### config.mk
export PLATFORM = sky130hd
export DESIGN_NAME = fu_sequencer
export DESIGN_NICKNAME = d
export VERILOG_FILES = /design/src/rtl/fu_seq_pkg.sv /design/src/rtl/fu_sequencer_reg_file.sv /design/src/rtl/fu_sequencer.sv
export SDC_FILE = /design/constraint.sdc
export NUM_CORES = 1
export LEC_CHECK = 0
export BUFFER_PORTS_ARGS = -buffer_cell sky130_fd_sc_hd__buf_2
export CORE_MARGIN = 10
export CORE_UTILIZATION = 40
export DETAILED_ROUTE_END_ITERATION = 8
export PLACE_DENSITY = 0.58
export SLEW_MARGIN = 40
export SYNTH_ARGS = -nofsm -noshare
export SYNTH_HDL_FRONTEND = slang
export SYNTH_SLANG_ARGS = --single-unit
### constraint.sdc
create_clock -name clk -period 2.8 [get_ports clk]
set_input_delay 0.14 -clock clk [delete_from_list [all_inputs] [get_ports clk]]
set_output_delay 0.14 -clock clk [all_outputs]
set_load 0.005 [all_outputs]
### src/rtl/fu_seq_pkg.sv
// Shared definitions for the function-unit sequencer: state encoding,
// instruction field positions and the set of illegal function selects.
package fu_seq_pkg;

  localparam int DATA_W   = 16;
  localparam int NUM_REGS = 8;

  typedef enum logic [1:0] {
    S_IDLE = 2'd0,
    S_READ = 2'd1,
    S_EXEC = 2'd2,
    S_WB   = 2'd3
  } state_e;

  localparam int FS_HI  = 15;
  localparam int FS_LO  = 12;
  localparam int DA_HI  = 11;
  localparam int DA_LO  = 9;
  localparam int AA_HI  = 8;
  localparam int AA_LO  = 6;
  localparam int BA_HI  = 5;
  localparam int BA_LO  = 3;
  localparam int MB_BIT = 2;
  localparam int RW_BIT = 1;

  localparam logic [3:0] FS_ILLEGAL_A = 4'b0100;
  localparam logic [3:0] FS_ILLEGAL_B = 4'b0110;
  localparam logic [3:0] FS_ILLEGAL_C = 4'b1111;

  function automatic logic fs_is_illegal(input logic [3:0] fs);
    return (fs == FS_ILLEGAL_A) || (fs == FS_ILLEGAL_B) || (fs == FS_ILLEGAL_C);
  endfunction

endpackage

### src/rtl/fu_sequencer_reg_file.sv
// 8x16 register file: one write port, three combinational read ports.
// R0 is never written, so it always reads zero.
module reg_file_8x16
  import fu_seq_pkg::*;
(
  input  logic        clk,
  input  logic        rst,
  input  logic        we,
  input  logic [2:0]  wr_addr,
  input  logic [15:0] wr_data,
  input  logic [2:0]  ra_addr,
  input  logic [2:0]  rb_addr,
  input  logic [2:0]  dbg_addr,
  output logic [15:0] ra_data,
  output logic [15:0] rb_data,
  output logic [15:0] dbg_data
);

  logic [DATA_W-1:0] regs_q [NUM_REGS];
  logic [DATA_W-1:0] regs_d [NUM_REGS];

  // Next register contents: apply the write, then pin R0 back to zero.
  always_comb begin
    regs_d = regs_q;
    if (we) begin
      regs_d[wr_addr] = wr_data;
    end
    regs_d[0] = '0;
  end

  // Storage flops, cleared on reset.
  always_ff @(posedge clk) begin
    if (rst) begin
      for (int i = 0; i < NUM_REGS; i++) begin
        regs_q[i] <= '0;
      end
    end else begin
      regs_q <= regs_d;
    end
  end

  assign ra_data  = regs_q[ra_addr];
  assign rb_data  = regs_q[rb_addr];
  assign dbg_data = regs_q[dbg_addr];

endmodule

### src/rtl/fu_sequencer.sv
// Four-phase sequencer (IDLE/READ/EXEC/WB) that feeds an external
// combinational function unit from a local register file and writes back.
module fu_sequencer
  import fu_seq_pkg::*;
(
  input  logic        clk,
  input  logic        rst,
  input  logic        instr_valid,
  output logic        instr_ready,
  input  logic [15:0] instr,
  output logic [3:0]  fu_fs,
  output logic [15:0] fu_opa,
  output logic [15:0] fu_opb,
  input  logic [15:0] fu_result,
  input  logic        fu_v,
  input  logic        fu_c,
  input  logic        fu_n,
  input  logic        fu_z,
  output logic [3:0]  status,
  output logic        done,
  output logic        err,
  input  logic [2:0]  rd_addr,
  output logic [15:0] rd_data
);

  state_e       state_q, state_d;
  logic [15:1]  instr_q, instr_d;
  logic [3:0]   fu_fs_q, fu_fs_d;
  logic [15:0]  fu_opa_q, fu_opa_d;
  logic [15:0]  fu_opb_q, fu_opb_d;
  logic [15:0]  result_q, result_d;
  logic [3:0]   flags_q, flags_d;
  logic [3:0]   status_q, status_d;

  logic [15:0]  ra_data, rb_data;
  logic         illegal;
  logic         wr_en;
  logic         unused_bit0;

  assign unused_bit0 = instr[0];
  assign illegal     = fs_is_illegal(instr_q[FS_HI:FS_LO]);
  assign instr_ready = (state_q == S_IDLE) && !rst;
  assign done        = (state_q == S_WB) && !rst;
  assign err         = done && illegal;
  assign wr_en       = done && !illegal && instr_q[RW_BIT];

  reg_file_8x16 u_regs (
    .clk      (clk),
    .rst      (rst),
    .we       (wr_en),
    .wr_addr  (instr_q[DA_HI:DA_LO]),
    .wr_data  (result_q),
    .ra_addr  (instr_q[AA_HI:AA_LO]),
    .rb_addr  (instr_q[BA_HI:BA_LO]),
    .dbg_addr (rd_addr),
    .ra_data  (ra_data),
    .rb_data  (rb_data),
    .dbg_data (rd_data)
  );

  // Phase sequencing: latch instruction, operands, FU result and status.
  always_comb begin
    state_d  = state_q;
    instr_d  = instr_q;
    fu_fs_d  = fu_fs_q;
    fu_opa_d = fu_opa_q;
    fu_opb_d = fu_opb_q;
    result_d = result_q;
    flags_d  = flags_q;
    status_d = status_q;
    case (state_q)
      S_IDLE: begin
        if (instr_valid && instr_ready) begin
          instr_d = instr[15:1];
          state_d = S_READ;
        end
      end
      S_READ: begin
        fu_fs_d  = instr_q[FS_HI:FS_LO];
        fu_opa_d = ra_data;
        fu_opb_d = instr_q[MB_BIT] ? {13'b0, instr_q[BA_HI:BA_LO]} : rb_data;
        state_d  = S_EXEC;
      end
      S_EXEC: begin
        result_d = fu_result;
        flags_d  = {fu_v, fu_c, fu_n, fu_z};
        state_d  = S_WB;
      end
      S_WB: begin
        if (!illegal) begin
          status_d = flags_q;
        end
        state_d = S_IDLE;
      end
      default: state_d = S_IDLE;
    endcase
  end

  // State and datapath registers; reset aborts any instruction in flight.
  always_ff @(posedge clk) begin
    if (rst) begin
      state_q  <= S_IDLE;
      instr_q  <= '0;
      fu_fs_q  <= '0;
      fu_opa_q <= '0;
      fu_opb_q <= '0;
      result_q <= '0;
      flags_q  <= '0;
      status_q <= '0;
    end else begin
      state_q  <= state_d;
      instr_q  <= instr_d;
      fu_fs_q  <= fu_fs_d;
      fu_opa_q <= fu_opa_d;
      fu_opb_q <= fu_opb_d;
      result_q <= result_d;
      flags_q  <= flags_d;
      status_q <= status_d;
    end
  end

  assign fu_fs  = fu_fs_q;
  assign fu_opa = fu_opa_q;
  assign fu_opb = fu_opb_q;
  assign status = status_q;

endmodule
## Yosys cells after proc, flatten, opt, wreduce, memory -nomap -nowiden

Index checks and enable logic that the tools add are counted.

- Register bits after elaboration: 189
- Bits of input ports: 42
- Output and inout port bits: 59
- Word-level logic and storage cells: 61

- $lt $le $gt $ge: 5
- Eq/ne operators: 7
- Muxes and demuxes: 15
- Bitwise gates (word level): 5
- Reductions and logical operators: 14

Operators with widths:

| operator | number |
|---|---|
| $bmux W16 S3 | 3 |
| $bwmux W128 | 1 |
| $mux W16 | 8 |
| $demux W16 S3 | 1 |
| $ge A4 B4 Y1 const B | 4 |
| $not A3 Y4 | 4 |
| $eq A4 B3 Y1 const B | 2 |
| $pmux W2 S4 | 1 |
| $logic_and A1 B1 Y1 | 7 |
| $eq A2 B2 Y1 const B | 2 |
| $eq A4 B4 Y1 const B | 1 |
| $lt A4 B1 Y1 const B | 1 |
| $reduce_and A2 Y1 | 2 |
| $eq A2 B1 Y1 const B | 1 |
| $logic_not A1 Y1 | 2 |
| $logic_not A2 Y1 | 1 |
| $logic_or A1 B1 Y1 | 2 |
| $mux W2 | 1 |
| $ne A2 B1 Y1 const B | 1 |
| $not A1 Y1 | 1 |

## Depth between registers and ports, before layout

- Word-level depth: 6
- Mapped depth: 8
- Mapped depth without buffers: 6

## Modules after synthesis

From an unflattened synthesis, not the netlist that was laid out.

- Cell total of the unflattened synthesis: 1,103
- Area, all modules: 10,331.2 um2

Modules (own cells, without submodules):

| module | times used | cells an instance | area each (um2) | seq. area each (um2) |
|---|---|---|---|---|
| reg_file_8x16 | 1 | 799 | 7,399.6 | 2,242.2 |
| fu_sequencer | 1 | 304 | 2,931.6 | 1,541.5 |

## Worst setup path before layout

Ideal clock, no wire load.

- Path kind: reg2reg
- From: reg state_q[1]
- To: reg u_regs.regs_q[37] (netlist bit)
- Library setup time: 132 ps
- Arrival time: 1,611 ps
- Data required time: 2,668 ps
- Slack: 1,057 ps
- Stages on the path, launching flop included: 8
- Buffers on the path: 2
- Period minus slack after synthesis: 1,743 ps
- Cells stage by stage: dfxtp_1 -> ha_1 -> buf_2 -> nand4b_4 -> or3b_4 -> buf_6 -> o21ai_1 -> a21oi_1

- Longest elaborated chain between the ends: 4

Ends and longest elaborated chain:

| item | RTL line | text |
|---|---|---|
| start: declaration | fu_sequencer.sv:26 | `state_e state_q, state_d;` |
| start signal: assignment | fu_sequencer.sv:111 | `state_q <= state_d;` |
| $eq A2 B2 Y1 | fu_sequencer.sv:43 | `assign done = (state_q == S_WB) && !rst;` |
| $logic_and A1 B1 Y1 | fu_sequencer.sv:43 |  |
| $logic_and A1 B1 Y1 (2 in series) | fu_sequencer.sv:45 | `assign wr_en = done && !illegal && instr_q[RW_BIT];` |
| end signal: assignment | fu_sequencer_reg_file.sv:38 | `regs_q <= regs_d;` |
| end: declaration | fu_sequencer_reg_file.sv:19 | `logic [DATA_W-1:0] regs_q [NUM_REGS];` |

Every way passes these cells.
A chain may end at the register's enable or synchronous reset.

## Worst setup path after layout

- From: reg state_q[1]
- To: reg u_regs.regs_q[64] (netlist bit)

The elaborated chain is that of the path after synthesis.

==> impl_table.tex <==
\begin{tabular}{lr}
\hline
Metric & Value \\
\hline
\multicolumn{2}{l}{\textbf{Setup path}} \\
CP Data Arrival Time & $\sim$2500 ps \\
Worst endpoint required time & 3100 ps \\
Endpoint kind of the worst setup timing path & flip-flop \\
Class of the most critical setup path & flip-flop to flip-flop \\
Largest fanout on the critical path & 16 \\
Reg2reg path depth & 5 \\
Kind of start point of the critical path & flip-flop \\
\multicolumn{2}{l}{\textbf{Finish}} \\
Diode count & 0 \\
Commonest non-fill, non-tap cells in the layout & dfxtp\_1, a21oi\_1, o21ai\_0 \\
Fin cells & 1510 \\
Area grow syn2layout & 18.1\% \\
Commonest non-fill, non-tap cell in the layout & dfxtp\_1 \\
Number of nets in the layout & 1220 \\
Design Area, Final & $\sim$12000 um2 \\
Layout fillers & 2320 \\
Share of post-route cells with drive strength above 1 & 0.224 \\
\multicolumn{2}{l}{\textbf{Timing}} \\
Tcrit/Tclk final & 0.801 \\
Worst relative slew slack & 0.435 \\
Max Freq & 0.446 GHz \\
Final-report setup violation count & 0 \\
Final number of hold-violating endpoints & 0 \\
Final Critical Period & 2240 ps \\
Slew at the pin closest to its max-slew limit & about 850 ps \\
Final Slew Violations & 0 \\
Total Neg Setup Slack & 0 ps \\
Worst clock skew & 8.32 ps \\
RSZ-0062 raised after global routing & false \\
\multicolumn{2}{l}{\textbf{Floorplanning}} \\
Vert. Die Dim & around 180 um \\
Count of standard-cell rows & 57 \\
Die width & 176 um \\
Core outline area & 24200 um2 \\
Initial cell density of the core & 0.405 \\
Die Footprint & slightly above 30000 um2 \\
Ports & $\sim$100 \\
\multicolumn{2}{l}{\textbf{GRT}} \\
Maximum number of pins on one net before global-route repair & between 50 and 60 \\
Wire length of the first global-routing pass & just over 50 mm \\
Tot GR Track Use & 0.206 \\
Overflow left after global routing & 0 \\
Via count of the first global-routing pass & approximately 8600 \\
Antenna violations before repair & 0 \\
\multicolumn{2}{l}{\textbf{Place}} \\
Count of buffers inserted at the top-level ports & between 90 and 100 \\
Final RePlAce weighted congestion & slightly below 0.9 \\
Placed Instance Area & approximately 11000 um2 \\
Post-placement cell count & roughly 1400 \\
Detailed Place HPWL & 20.6 mm \\
\multicolumn{2}{l}{\textbf{Drt}} \\
Routed wire length & 32.5 mm \\
Number of search-and-repair iterations in the first detailed-routing pass & 5 \\
Detail-routed via count per cell & 5.94 \\
Vias after detailed routing & 8963 \\
Starting DRT DRC Count & $\sim$1100 \\
Avg WL per Cell & about 22 um \\
Remaining design rule violation count & 0 \\
Antenna-violating nets left & 0 \\
\multicolumn{2}{l}{\textbf{Yosys}} \\
Gate Count Post-Synth & 1105 \\
Share of synthesized area occupied by flip-flops and latches & 0.387 \\
Summed instance area of the synthesized netlist & $\sim$9800 um2 \\
Synth unique cells & 47 \\
Flop and latch count out of synthesis & 189 \\
Share of flip-flops with an asynchronous set or reset & 0 \\
Most frequently used flop master after synthesis & dfxtp\_1 \\
Syn\_area\_per\_cell & approximately 8.9 um2 \\
Number of synthesis warnings & 0 \\
Number of flops mapped to enable cells by yosys & 0 \\
Net count of the mapped netlist & about 1200 \\
\multicolumn{2}{l}{\textbf{Power}} \\
Static leakage & 4.03 nW \\
Final Power & about 0.0077 W \\
Worst supply voltage drop on vdd & 0.404 mV \\
Power per unit of standard cell area & approximately 660 nW/um2 \\
\multicolumn{2}{l}{\textbf{Worst hold path}} \\
Hold path depth & 2 \\
Type of the most critical hold path & primary input to flip-flop \\
\multicolumn{2}{l}{\textbf{Clocking}} \\
Worst-path clk slew & 70 ps \\
Number of buffers added by the clock tree synthesis step & 17 \\
H-tree lvl count & 4 \\
Total number of clock tree sinks & about 190 \\
TritonCTS clock tree & done \\
Master cell of the clock root buffer & clkbuf\_16 \\
Clk Latency, worst-skew pair & approximately 430 ps \\
Maximum count of clock buffers along a single path & 2 \\
\multicolumn{2}{l}{\textbf{Run}} \\
Maxcap violations & 0 \\
\multicolumn{2}{l}{\textbf{Status}} \\
Status & finished clean \\
\hline
\end{tabular}
-- cell type report --
type	instances	area [um2]	area share
Tap cell	324	405	0.0351
Timing Repair Buffer	177	1270	0.110
Clock buffer	21	470	0.0407
Multi-Input combinational cell	768	5370	0.465
Sequential cell	189	3790	0.328
Clock inverter	11	178	0.0154
Inverter	20	75.1	0.00649
-- critical path, cell delays in order (launching register included) --
cell	delay [ps]
dfxtp_1	370
ha_1	440
nand3b_4	150
or3_1	740
o21ai_0	310
a21oi_1	100
-- kinds of logic (layout without fill, tap and decap cells) --
logic type,Yosys count,count (layout),share of synthesized area
buffers and inverters,148,229,0.0652
adders and majority gates,5,5,0.00639
AOI/OAI and AO/OA,380,380,0.214
DFF,189,189,0.387
and+or+nand+nor,260,260,0.139
muxes,123,123,0.189
-- through the flow --
| stage | setup WS, ps | hold WS [ps] | utilization |
|---|---|---|---|
| after CTS | 590 | 34.7 | 0.478 |
| final | 558 | 38.3 | 0.478 |
| after floorplan | 1060 | 248 | - |
| after global routing | 428 | 43.4 | 0.478 |
| after detailed placement | 601 | 341 | 0.437 |
| after global placement | 620 | 341 | 0.437 |
-- cell usage after synthesis (all sizes together) (3+ instances only) --
master | n | area, um2
o22ai | 16 | 100
a221oi | 17 | 149
clkbuf | 84 | 319
a21oi | 165 | 826
a31oi | 3 | 18.8
a22oi | 13 | 97.6
nand2b | 16 | 100
buf | 44 | 244
o21ai | 146 | 734
mux4 | 46 | 1040
ha | 5 | 62.6
inv | 20 | 75.1
nor3b | 3 | 50.1
nor2b | 11 | 68.8
mux2 | 31 | 349
nor3 | 19 | 105
a22o | 15 | 131
nand2 | 35 | 131
mux2i | 46 | 460
nand3 | 118 | 591
dfxtp | 189 | 3780
nor2 | 46 | 175
-- path summary, 6_finish.rpt --
path / startpoint / to / slack, ps
max: state_q[1] / u_regs.regs_q[64] / 560
min reg2reg: flags_q[3] / status[3] / 470
min: rst / state_q[1] / 40
max reg2reg: state_q[1] / u_regs.regs_q[64] / 560
-- registers in the layout, indices dropped and copies added, names as in the netlist --
register and cells:
result_q 16, fu_fs 4, state_q 2, fu_opa 16, u_regs.regs_q 112, fu_opb 16
instr_q 15, status 4, flags_q 4
-- layer usage --
layer	up-vias	wire (um)	part of all wire	track usage
li1	4180	-	-	-
met1	4299	14400	0.44	0.282
met2	448	14500	0.45	0.314
met4	0	452	0.014	0.0564
met3	36	3180	0.098	0.0515
met5	-	0	0	0
-- what timing repair did --
| action | CTS | global route |
|---|---|---|
| setup endpoints to repair | 0 | 0 |
| setup buffers | 0 | 0 |
| gates resized for setup | 0 | 0 |
| hold buffers | 35 | 0 |
| hold endpoints to repair | 35 | 0 |
-- report_power, final --
group	internal (W)	switching, W
logic	0.000701	0.00113
clock network	0.00158	0.00111
registers	0.00289	0.000243
total	0.00517	0.00248
No activity file was read; power rests on OpenSTA's default activity.
